`src/rtl/lbuf_cpl_ctrl_pkg.sv`:
```
`default_nettype none
// ============================================================================
// Module      : lbuf_cpl_ctrl_pkg
// Description : Shared types and constants for the lbuf completion controller.
// Revision    : 1.0 - initial release
// ============================================================================
package lbuf_cpl_ctrl_pkg;

    typedef enum logic [2:0] {
        ST_IDLE     = 3'd0,
        ST_ISSUE    = 3'd1,
        ST_BUSY     = 3'd2,
        ST_CPL_REQ  = 3'd3,
        ST_CPL_WAIT = 3'd4,
        ST_RELEASE  = 3'd5
    } cpl_state_t;

    typedef logic [1:0] slot_t;

    localparam slot_t       SLOT_1             = 2'd1;
    localparam slot_t       SLOT_2             = 2'd2;
    localparam int unsigned CPL_STRIDE_DEFAULT = 8;

    // Slot 2 writes its completion word one stride above slot 1 (mod 2^64).
    function automatic logic [63:0] cpl_slot_addr(input logic [63:0] base,
                                                  input slot_t       slot,
                                                  input logic [63:0] stride);
        return (slot == SLOT_2) ? (base + stride) : base;
    endfunction

endpackage
`default_nettype wire

```
`src/rtl/lbuf_cpl_ctrl.sv`:
```
`default_nettype none
// ============================================================================
// Module      : lbuf_cpl_ctrl
// Description : Alternates two host lbuf slots into the DMA engine and posts a
//               completion word per served lbuf before releasing the slot.
// Revision    : 1.0 - initial release
// ============================================================================
module lbuf_cpl_ctrl
    import lbuf_cpl_ctrl_pkg::*;
#(
    parameter int unsigned CPL_STRIDE = CPL_STRIDE_DEFAULT
) (
    input  logic        clk,
    input  logic        rst,
    input  logic [63:0] lbuf1_addr,
    input  logic [63:0] lbuf2_addr,
    input  logic [31:0] lbuf1_len,
    input  logic [31:0] lbuf2_len,
    input  logic        lbuf1_en,
    input  logic        lbuf2_en,
    output logic        lbuf1_dn,
    output logic        lbuf2_dn,
    input  logic [63:0] cpl_addr,
    output logic [63:0] lbuf_addr,
    output logic [31:0] lbuf_len,
    output logic        lbuf_en,
    output logic        lbuf64b,
    input  logic        lbuf_dn,
    output logic        cpl_req,
    input  logic        cpl_gnt,
    output logic [63:0] cpl_wr_addr,
    output logic [63:0] cpl_wr_data,
    input  logic        cpl_dn
);

    cpl_state_t  state_q, state_d;
    slot_t       next_slot_q;
    logic [63:0] addr_q;
    logic [31:0] len_q;
    logic [31:0] seq_q;
    logic [63:0] cpl_wr_addr_q;
    logic [63:0] cpl_wr_data_q;

    logic        sel_en;
    logic [63:0] sel_addr;
    logic [31:0] sel_len;
    logic        latch_desc;
    logic        latch_cpl;
    logic        do_release;

    // Only the slot whose turn it is can start a transfer.
    assign sel_en   = (next_slot_q == SLOT_1) ? lbuf1_en   : lbuf2_en;
    assign sel_addr = (next_slot_q == SLOT_1) ? lbuf1_addr : lbuf2_addr;
    assign sel_len  = (next_slot_q == SLOT_1) ? lbuf1_len  : lbuf2_len;

    always_ff @(posedge clk) begin
        if (rst) begin
            state_q       <= ST_IDLE;
            next_slot_q   <= SLOT_1;
            addr_q        <= '0;
            len_q         <= '0;
            seq_q         <= '0;
            cpl_wr_addr_q <= '0;
            cpl_wr_data_q <= '0;
        end else begin
            state_q <= state_d;
            if (latch_desc) begin
                addr_q <= sel_addr;
                len_q  <= sel_len;
            end
            // Completion target and payload are frozen at lbuf_dn so they
            // stay stable for the whole request/wait phase.
            if (latch_cpl) begin
                cpl_wr_addr_q <= cpl_slot_addr(cpl_addr, next_slot_q, 64'(CPL_STRIDE));
                cpl_wr_data_q <= {seq_q, len_q};
            end
            if (do_release) begin
                next_slot_q <= (next_slot_q == SLOT_1) ? SLOT_2 : SLOT_1;
                seq_q       <= seq_q + 32'd1;
            end
        end
    end

    always_comb begin
        state_d     = state_q;
        latch_desc  = 1'b0;
        latch_cpl   = 1'b0;
        do_release  = 1'b0;
        lbuf_en     = 1'b0;
        lbuf_addr   = '0;
        lbuf_len    = '0;
        lbuf64b     = 1'b0;
        cpl_req     = 1'b0;
        cpl_wr_addr = '0;
        cpl_wr_data = '0;
        lbuf1_dn    = 1'b0;
        lbuf2_dn    = 1'b0;

        case (state_q)
            ST_IDLE: begin
                if (sel_en) begin
                    latch_desc = 1'b1;
                    state_d    = ST_ISSUE;
                end
            end
            ST_ISSUE: state_d = ST_BUSY;
            ST_BUSY: begin
                if (lbuf_dn) begin
                    latch_cpl = 1'b1;
                    state_d   = (cpl_addr == 64'd0) ? ST_RELEASE : ST_CPL_REQ;
                end
            end
            ST_CPL_REQ: begin
                if (cpl_gnt) begin
                    state_d = cpl_dn ? ST_RELEASE : ST_CPL_WAIT;
                end
            end
            ST_CPL_WAIT: begin
                if (cpl_dn) begin
                    state_d = ST_RELEASE;
                end
            end
            ST_RELEASE: begin
                do_release = 1'b1;
                state_d    = ST_IDLE;
            end
            default: state_d = ST_IDLE;
        endcase

        // Outputs are forced low for the whole reset interval.
        if (!rst) begin
            if (state_q == ST_ISSUE || state_q == ST_BUSY) begin
                lbuf_en   = 1'b1;
                lbuf_addr = addr_q;
                lbuf_len  = len_q;
                lbuf64b   = |addr_q[63:32];
            end
            if (state_q == ST_CPL_REQ || state_q == ST_CPL_WAIT) begin
                cpl_wr_addr = cpl_wr_addr_q;
                cpl_wr_data = cpl_wr_data_q;
            end
            cpl_req = (state_q == ST_CPL_REQ);
            if (state_q == ST_RELEASE) begin
                lbuf1_dn = (next_slot_q == SLOT_1);
                lbuf2_dn = (next_slot_q == SLOT_2);
            end
        end
    end

endmodule
`default_nettype wire

```
`config.mk`:
```
export PLATFORM = sky130hd
export DESIGN_NAME = lbuf_cpl_ctrl
export DESIGN_NICKNAME = d
export VERILOG_FILES = /design/src/rtl/lbuf_cpl_ctrl_pkg.sv /design/src/rtl/lbuf_cpl_ctrl.sv
export SDC_FILE = /design/constraint.sdc
export NUM_CORES = 1
export LEC_CHECK = 0
export ABC_AREA = 1
export BUFFER_PORTS_ARGS = -buffer_cell sky130_fd_sc_hd__buf_2
export CAP_MARGIN = 25
export CORE_AREA = 2 2 193 195
export CTS_CLUSTER_SIZE = 12
export DETAILED_ROUTE_END_ITERATION = 8
export DIE_AREA = 0 0 195 197
export PLACE_DENSITY = 0.64
export SLEW_MARGIN = 20
export SYNTH_ARGS = -nofsm -noshare
export SYNTH_HDL_FRONTEND = slang
export SYNTH_SLANG_ARGS = --single-unit
export TNS_END_PERCENT = 1
```
`constraint.sdc`:
```
create_clock -name clk -period 2 [get_ports clk]
set_clock_uncertainty 0.1 [all_clocks]
set_input_delay 0.1 -clock clk [delete_from_list [all_inputs] [get_ports clk]]
set_output_delay 0.1 -clock clk [all_outputs]
set_load 0.01 [all_outputs]
```
==> results of run 1 <==
[sequential cells by signal, summed over array words and instances (netlist names)]
name,count
seq_q,32
len_q,32
cpl_wr_data_q,64
addr_q,64
next_slot_q,2
cpl_wr_addr_q,64
state_q,3
[cell type report]
| type | instances | area, um2 |
|---|---|---|
| clock inverter | 10 | 106.4 |
| multi-input combinational | 1697 | 8414 |
| tap | 468 | 585.6 |
| sequential | 261 | 5243 |
| clock buffer | 44 | 925.9 |
| antenna | 4 | 10.01 |
| timing repair buffer | 865 | 6653 |
| fill | 3338 | 13580 |
| inverter | 192 | 739.5 |
[layer usage]
layer  vias up  global-route usage, %
met3       268                  6.057
met4         2                  18.18
met2      1067                  55.58
li1       9047                      -
met5         -                      0
met1      8856                  42.76
[critical path: stages, from the launching register on]
cell,delay [ps]
dfxtp_4,390
inv_4,60
nor3_4,200
inv_2,90
nand2_8,110
buf_12,150
buf_16,170
nand2_1,90
nor2_1,130
buf_2,160
[cells by family (layout without fill, tap and decap cells)]
family,count (synthesis),in the layout,share of synthesized area (%)
compound gates,412,412,15.82
buf+inv,341,1111,9.498
other cells,0,4,0
simple gates,1247,1247,36.25
xor+xnor,36,36,2.178
flops,261,261,36.09
fa+ha+maj,2,2,0.1728
[repair_timing]
item | in CTS | in global routing
pin swaps | 6 | 7
endpoints found under the setup margin | 229 | 341
gates cloned | 10 | 2
resized for setup | 144 | 96
endpoints found under the hold margin | 163 | 0
hold buffers | 262 | 0
buffers inserted | 15 | 5
[placed cells by master (no fill, tap or decap), drive strengths merged]
master,n
a21oi,119
a22o,1
a22oi,32
a31oi,98
a32oi,1
and3,2
buf,600
bufbuf,1
bufinv,2
clkbuf,46
clkinv,7
clkinvlp,1
dfxtp,261
diode,4
dlygate4sd3,261
dlymetal6s4s,1
ha,2
inv,192
nand2,538
nand3,178
nand3b,3
nand4,41
nor2,423
nor3,52
nor3b,1
nor4,8
o211ai,3
o21a,4
o21ai,154
or2,1
xnor2,5
xor2,31
[metrics by stage]
stage	total power, mW	setup slack (ps)	TNS (ps)
floorplan	9.259	222.2	0
global placement	10.91	-231.4	-231.4
detailed placement	10.97	-133.3	-133.3
CTS	18.25	-287.6	-47060
global route	19.61	-362.8	-68200
finish	18.81	-319.2	-48910
[power by group]
part | internal (mW) | switching, mW
Clock | 3.44 | 2.32
Combinational | 2.73 | 3.64
Sequential | 6.13 | 0.544
Total | 12.3 | 6.51
[how the worst min path moves through the flow]
stage                         from  cells past startpoint                        endpoint
floorplan           lbuf2_addr[15]                      2         addr_q[15]$_SDFFE_PP0P_
global placement    lbuf2_addr[20]                      3         addr_q[20]$_SDFFE_PP0P_
detailed placement  lbuf2_addr[20]                      3         addr_q[20]$_SDFFE_PP0P_
CTS                   cpl_addr[36]                      8  cpl_wr_addr_q[56]$_SDFFE_PP0P_
global route                   rst                      3         state_q[0]$_SDFFE_PP0P_
finish                cpl_addr[36]                      8  cpl_wr_addr_q[56]$_SDFFE_PP0P_
==> flow_summary.json, run 1 <==
{
  "ys_seq_area_share_pct": 36.09,
  "r2r_slack_ps": -60,
  "antenna_left": 0,
  "layout_setup_ws_ps": -319.2,
  "ys_seq_elements": 261,
  "pin_count": 492,
  "syn_avg_cell_area_um2": 6.297,
  "cp_max_fo": 19,
  "track_usage_pct": 33.98,
  "hpwlAfterDp_um": 46340,
  "clock_latency_ps": 570,
  "drc": 0,
  "setup_viol": 245,
  "wl_per_cell_um": 19.47,
  "root_buffer": "clkbuf_16",
  "hold_viol": 0,
  "core_area_um2": 36260,
  "placed_area_um2": 17720,
  "fmax_mhz": 431.2,
  "clk_path_buf_depth": 3,
  "wl_met2_um": 31730,
  "r2r-end": "cpl_wr_addr_q[32]$_SDFFE_PP0P_",
  "hold_ws_ps": 22.27,
  "timing.final.max_slew_violations": 0,
  "cts.reportedPaths.clkPinSlew_ps": 60,
  "rsz0062_at_grt": "true",
  "violations": "setup timing",
  "syn_nets": 2564,
  "drv_cap": 0,
  "worst_pin_slew_ps": 792.6,
  "vias": 19240,
  "status": "finished with violations",
  "slew_headroom_pct": 47.16,
  "grt_pass1_wl_um": 102700,
  "nets": 3312,
  "top_layer_used": "met5",
  "cellPowerDensity_nw_per_um2": 829.6,
  "fin_cells": 3541,
  "numCtsBuffers": 30,
  "gp_congestion": 0.9809,
  "final_util_pct": 62.54,
  "dr.pass1.iters": 8,
  "via_per_inst": 5.433,
  "path_class": "reg2out",
  "first_iter_violations": 1654,
  "end_kind": "output port",
  "synthArstFlopShare_pct": 0,
  "min_period_over_period_pct": 116.0,
  "grt_max_degree": 98,
  "reg2reg_depth": 10,
  "cp.required_ps": 1800,
  "period_minus_slack_ps": 2319,
  "ys_top_cells_by_count": "nand2_1 (534), nor2_1 (409), dfxtp_1 (261)",
  "endpoint": "lbuf_addr[30]",
  "ys_warn_count": 0,
  "crit_arrival_ps": 2120,
  "synth_cells": 2299,
  "cts_tree": "done",
  "drt-met1-wl_um": 27150,
  "power_leakage_nw": 10.30,
  "synth-edff-count": 0,
  "yosysUniqueCellTypes": 38,
  "synthTopCellsByArea": "dfxtp_1 (36%), nand2_1 (14%), nor2_1 (11%)",
  "cts_sinks": 261,
  "core.rowCount": 70,
  "startpoint_type": "register",
  "syn-cell-area_um2": 14480,
  "drive_above_1_share_pct": 26.46,
  "start_util_pct": 39.93,
  "grt_pass1_vias": 18310,
  "ir_worst_vdd_mv": 0.6568,
  "port_buffers": 491,
  "design_area_um2": 22680,
  "antenna_found_initial": 5,
  "hold_class": "in2reg",
  "dieWidth_um": 195,
  "grt.overflow.total": 0,
  "areaGrowthSynthToFinish_pct": 56.63,
  "reg2reg_from": "state_q[1]$_SDFFE_PP0P_",
  "htree_levels": 1,
  "startpoint": "state_q[0]$_SDFFE_PP0P_",
  "wl_met3_um": 5936,
  "synth_top_area_share_pct": 36.09,
  "synth-main-ff-cell": "dfxtp_1",
  "synth.largest_area_cell": "dfxtp_1",
  "die_h_um": 197,
  "synth_most_common_cell": "nand2_1",
  "routed_wl_um": 68940,
  "dieArea_um2": 38420,
  "dp_cells": 3191
}
No activity file was read; power rests on OpenSTA's default activity.
==> run 2, diff against run 1 <==
--- a/config.mk
+++ b/config.mk
@@ -12,6 +12,7 @@
 export CTS_CLUSTER_SIZE = 12
 export DETAILED_ROUTE_END_ITERATION = 8
 export DIE_AREA = 0 0 195 197
+export MAX_ROUTING_LAYER = met4
 export PLACE_DENSITY = 0.64
 export SLEW_MARGIN = 20
 export SYNTH_ARGS = -nofsm -noshare
==> flow_summary.json, run 2 (synthesis results as in run 1) <==
{
  "status": "finished with violations",
  "violations": "setup timing",
  "antenna_found_initial": 7,
  "final_common_cell": "nand2_1",
  "worst_hold_startpoint": "rst",
  "cts_sinks": 261,
  "power_mw": 18.04,
  "min_period_over_period_pct": 111.0,
  "fmax_mhz": 450.3,
  "hold_end": "cpl_wr_addr_q[6]$_SDFFE_PP0P_",
  "clock_latency_ps": 580,
  "cts_tree": "done",
  "start_util_pct": 39.93,
  "routed_wl_um": 67330,
  "final_cell_mix": "nand2_1 (532), buf_2 (446), nor2_1 (299)",
  "dieArea_um2": 38420,
  "drv_cap": 0,
  "drive_above_1_share_pct": 26.21,
  "track_usage_pct": 34.56,
  "first_iter_violations": 1634,
  "via_per_inst": 5.424,
  "slew_headroom_pct": 51.71,
  "gp_congestion": 1.005,
  "hold_class": "in2reg",
  "die_h_um": 197,
  "root_buffer": "clkbuf_16",
  "r2r_slack_ps": -50,
  "timing.final.max_slew_violations": 0,
  "core_area_um2": 36260,
  "antenna_left": 0,
  "clk_path_buf_depth": 3,
  "areaGrowthSynthToFinish_pct": 55.63,
  "grt.overflow.total": 0,
  "reg2reg_depth": 10,
  "cp.required_ps": 1800,
  "vias": 19150,
  "layout_setup_ws_ps": -220.9,
  "cp_max_fo": 19,
  "dieWidth_um": 195,
  "place_ws_ps": 30.94,
  "largestRegisters": "addr_q: 64 flops, cpl_wr_addr_q: 64 flops, cpl_wr_data_q: 64 flops",
  "hold_viol": 0,
  "wl_per_cell_um": 19.07,
  "grt_pass1_vias": 18600,
  "startpoint_type": "register",
  "rsz0062_at_grt": "true",
  "numCtsBuffers": 29,
  "htree_levels": 1,
  "hpwlAfterDp_um": 45420,
  "drc": 0,
  "period_minus_slack_ps": 2221,
  "worst_pin_slew_ps": 724.3,
  "crit_arrival_ps": 2020,
  "power_leakage_nw": 10.12,
  "pin_count": 492,
  "cts.reportedPaths.clkPinSlew_ps": 60,
  "grt_pass1_wl_um": 102500,
  "whs_path_depth": 4,
  "grt_max_degree": 97,
  "setup_viol": 267,
  "reg2reg_from": "state_q[2]$_SDFFE_PP0P_",
  "r2r-end": "cpl_wr_data_q[3]$_SDFFE_PP0P_",
  "dr.pass1.iters": 5,
  "tns_ps": -34740,
  "port_buffers": 491,
  "ir_worst_vdd_mv": 0.7068,
  "cellPowerDensity_nw_per_um2": 800.6,
  "nets": 3300,
  "path_class": "reg2out",
  "end_kind": "output port",
  "core.rowCount": 70
}
==> run 2: critical path, stage by stage, from the launching register on <==
cell	delay, ps
dfxtp_4	360
nor3_4	220
inv_2	80
nand2_4	110
buf_12	130
buf_16	170
nand2_1	100
nor2_2	120
buf_2	150
==> run 2: stage by stage <==
stage                     cells  area (um2)  hold slack, ps  util [%]
after floorplan            2299       14480           160.0         -
after global placement     3179       17630           267.9     48.61
after detailed placement   3179       17630           270.3     48.61
after CTS                  3521       22180          0.6346     61.18
after global routing       3531       22530           30.10     62.14
final                      3531       22530           4.274     62.14
==> run 2: worst max-delay path by stage <==
stage	end	depth (start not counted)	from	slack [ps]
floorplan	lbuf_addr[36]	9	state_q[2]$_SDFFE_PP0P_	220
global placement	seq_q[27]$_SDFFE_PP0N_	10	state_q[1]$_SDFFE_PP0P_	90
detailed placement	seq_q[27]$_SDFFE_PP0N_	9	state_q[2]$_SDFFE_PP0P_	30
CTS	cpl_wr_data[18]	9	state_q[2]$_SDFFE_PP0P_	-220
global route	lbuf_addr[20]	8	state_q[2]$_SDFFE_PP0P_	-300
finish	lbuf_addr[4]	8	state_q[2]$_SDFFE_PP0P_	-220
==> run 2: layout make-up <==
type	count	area (um2)
multi-input cells	1697	8379
diodes	7	17.52
well taps	468	585.6
repair buffers	854	6565
clock buffers	44	882.1
clock inverters	8	132.6
inverters	192	730.7
flip-flops and latches	261	5239
fillers	3252	13730
==> run 2: where the power goes <==
group          switching, mW  total (mW)  internal [mW]
sequential             0.523        6.65           6.13
clock                   2.29        5.71           3.42
combinational           3.35        5.68           2.33
total                   6.16        18.0           11.9
==> run 2: timing repair <==
item,4_1_cts,5_1_grt
hold buffers,266,0
gates cloned,10,0
setup endpoints to repair,228,322
hold endpoints to repair,165,0
setup buffers,14,3
resized for setup,149,91
pin swaps,5,4
==> run 2: routing by layer <==
layer | GRT usage [%] | up-vias | routed length (um)
met3 | 4.312 | 235 | 5035
met5 | - | - | 0
met1 | 42.79 | 8839 | 27450
met2 | 56.07 | 1040 | 31430
met4 | 16.71 | 0 | 3415
li1 | - | 9038 | -
==> run 3, diff against run 2 <==
--- a/config.mk
+++ b/config.mk
@@ -13,7 +13,8 @@
 export DETAILED_ROUTE_END_ITERATION = 8
 export DIE_AREA = 0 0 195 197
 export MAX_ROUTING_LAYER = met4
-export PLACE_DENSITY = 0.64
+export PLACE_DENSITY = 0.71
+export SETUP_SLACK_MARGIN = 0.05
 export SLEW_MARGIN = 20
 export SYNTH_ARGS = -nofsm -noshare
 export SYNTH_HDL_FRONTEND = slang
==> flow_summary.json, run 3 (synthesis results as in run 1) <==
{
  "fmax_mhz": 433.0,
  "min_period_over_period_pct": 115.5,
  "numCtsBuffers": 30,
  "nets": 3294,
  "grt_max_degree": 98,
  "rsz0062_at_grt": "true",
  "worstPathCellList": "inv_4 -> nor3_4 -> inv_2 -> nand2_4 -> inv_2 -> nor2_4 -> inv_6 -> buf_6 -> a31oi_2 -> buf_2",
  "path_common_cell": "inv_2",
  "final_common_cell": "nand2_1",
  "hold_class": "in2reg",
  "track_usage_pct": 34.78,
  "drive_above_1_share_pct": 25.15,
  "port_buffers": 491,
  "violations": "setup timing",
  "wl_per_cell_um": 19.61,
  "crit_arrival_ps": 2110,
  "core_area_um2": 36260,
  "grt_busiest_layer": "met2",
  "critPathMaxStageDelay_ps": 390,
  "cellPowerDensity_nw_per_um2": 814.9,
  "final_util_pct": 61.12,
  "path_class": "reg2out",
  "core.rowCount": 70,
  "largestRegisters": "addr_q: 64 flops, cpl_wr_addr_q: 64 flops, cpl_wr_data_q: 64 flops",
  "cp_max_fo": 5,
  "htree_levels": 1,
  "hold_ws_ps": 24.90,
  "dieArea_um2": 38420,
  "slew_headroom_pct": 57.92,
  "areaGrowthSynthToFinish_pct": 53.07,
  "grt_pass1_wl_um": 102800,
  "cts_sinks": 261,
  "dieWidth_um": 195,
  "via_per_inst": 5.487,
  "timing.final.max_slew_violations": 0,
  "end_kind": "output port",
  "status": "finished with violations",
  "antenna_left": 0,
  "layout_setup_ws_ps": -309.4,
  "root_buffer": "clkbuf_16",
  "start_util_pct": 39.93,
  "antenna_found_initial": 9,
  "cp_top_family": "buffers and inverters",
  "first_iter_violations": 1954,
  "worst_pin_slew_ps": 631.3,
  "grt_util_met2_pct": 55.30,
  "grtUsageMet3_pct": 4.877,
  "routed_wl_um": 69180,
  "die_h_um": 197,
  "met1_usage_pct": 43.75,
  "clock_latency_ps": 560,
  "drc": 0,
  "grt_pass1_vias": 18560,
  "startpoint_type": "register",
  "cp_slowest_cell": "dfxtp_4",
  "hold_viol": 0,
  "cts_tree": "done",
  "power_leakage_nw": 10.12,
  "final_cell_mix": "nand2_1 (524), buf_2 (463), nor2_1 (357)",
  "vias": 19350,
  "clk_path_buf_depth": 3,
  "period_minus_slack_ps": 2309,
  "setup_viol": 229,
  "cp.required_ps": 1800,
  "cts.reportedPaths.clkPinSlew_ps": 60,
  "hpwlAfterDp_um": 47400,
  "drv_cap": 0,
  "dr.pass1.iters": 6,
  "gp_congestion": 1.012,
  "pin_count": 492,
  "grt.overflow.total": 0,
  "ir_worst_vdd_mv": 0.6580,
  "path_buf_inv": 6
}
## run 3: cell types whose count changed in the layout (fill, tap and decap cells not counted), moves of 4 or more
cell           change
buf_6             -22
clkbuf_16          +4
buf_2             +17
nand2_1            -8
nor3_1             -6
nor2_1            +58
nand2_2            +5
nor3_4             +5
dlygate4sd3_1      -5
a22oi_1            -4
nor2_4            -20
buf_4              +4
nor2_2            -38
a22oi_2            +4
## run 3: where the power goes
part / switching, mW / leakage (nW) / internal [mW] / total (mW)
Combinational: 3.49 / 7.50 / 2.43 / 5.91
Sequential: 0.567 / 2.13 / 6.13 / 6.70
Clock: 2.28 / 0.485 / 3.17 / 5.45
Total: 6.34 / 10.1 / 11.7 / 18.1
## run 3: worst paths after layout
path / from / end / slack (ps) / cells past startpoint
min: rst / len_q[30]$_SDFFE_PP0P_ / 20 / 4
max: state_q[0]$_SDFFE_PP0P_ / lbuf64b / -310 / 10
max reg2reg: state_q[2]$_SDFFE_PP0P_ / cpl_wr_addr_q[9]$_SDFFE_PP0P_ / -10 / 11
min reg2reg: cpl_wr_addr_q[3]$_SDFFE_PP0P_ / cpl_wr_addr_q[3]$_SDFFE_PP0P_ / 360 / 2
## run 3: timing repair
item | in CTS | in global routing
hold endpoints to repair | 165 | 0
hold buffers | 260 | 0
buffers inserted | 12 | 3
gates resized for setup | 88 | 85
pin swaps | 7 | 3
cloned | 4 | 3
endpoints found under the setup margin | 280 | 424
## run 3: cell type report
type	count	area, um2
multi-input cells	1697	8260
well taps	468	585.6
clock inverters	12	106.4
diodes	9	22.52
fillers	3281	14100
repair buffers	847	6335
flip-flops and latches	261	5241
clock buffers	41	872.1
inverters	192	738.2
## run 3: layer usage
metal / part of all wire (%) / routed length, um
met2: 46 / 31750
met3: 8.3 / 5725
met1: 40 / 27970
met4: 5.4 / 3739
met5: 0 / 0
## run 3: worst reg2reg max path, delay by kind of cell (launching register included)
family                 cells  cell delay (ps)
flip-flops                 1              350
buffers and inverters      7              740
AO/OA/AOI/OAI              1              340
AND/OR/NAND/NOR            3              420
## run 3: metrics by stage
stage          std cells  power, mW  instance area [um2]  worst slack [ps]  setup TNS, ps
2_1_floorplan       2299      9.259                14480             222.2              0
3_3_place_gp        3185      10.97                17700             69.52              0
3_5_place_dp        3185      11.03                17700             24.64              0
4_1_cts             3512      17.41                21770            -290.7         -44270
5_1_grt             3527      18.85                22160            -401.4         -65590
6_report            3527      18.06                22160            -309.4         -47900
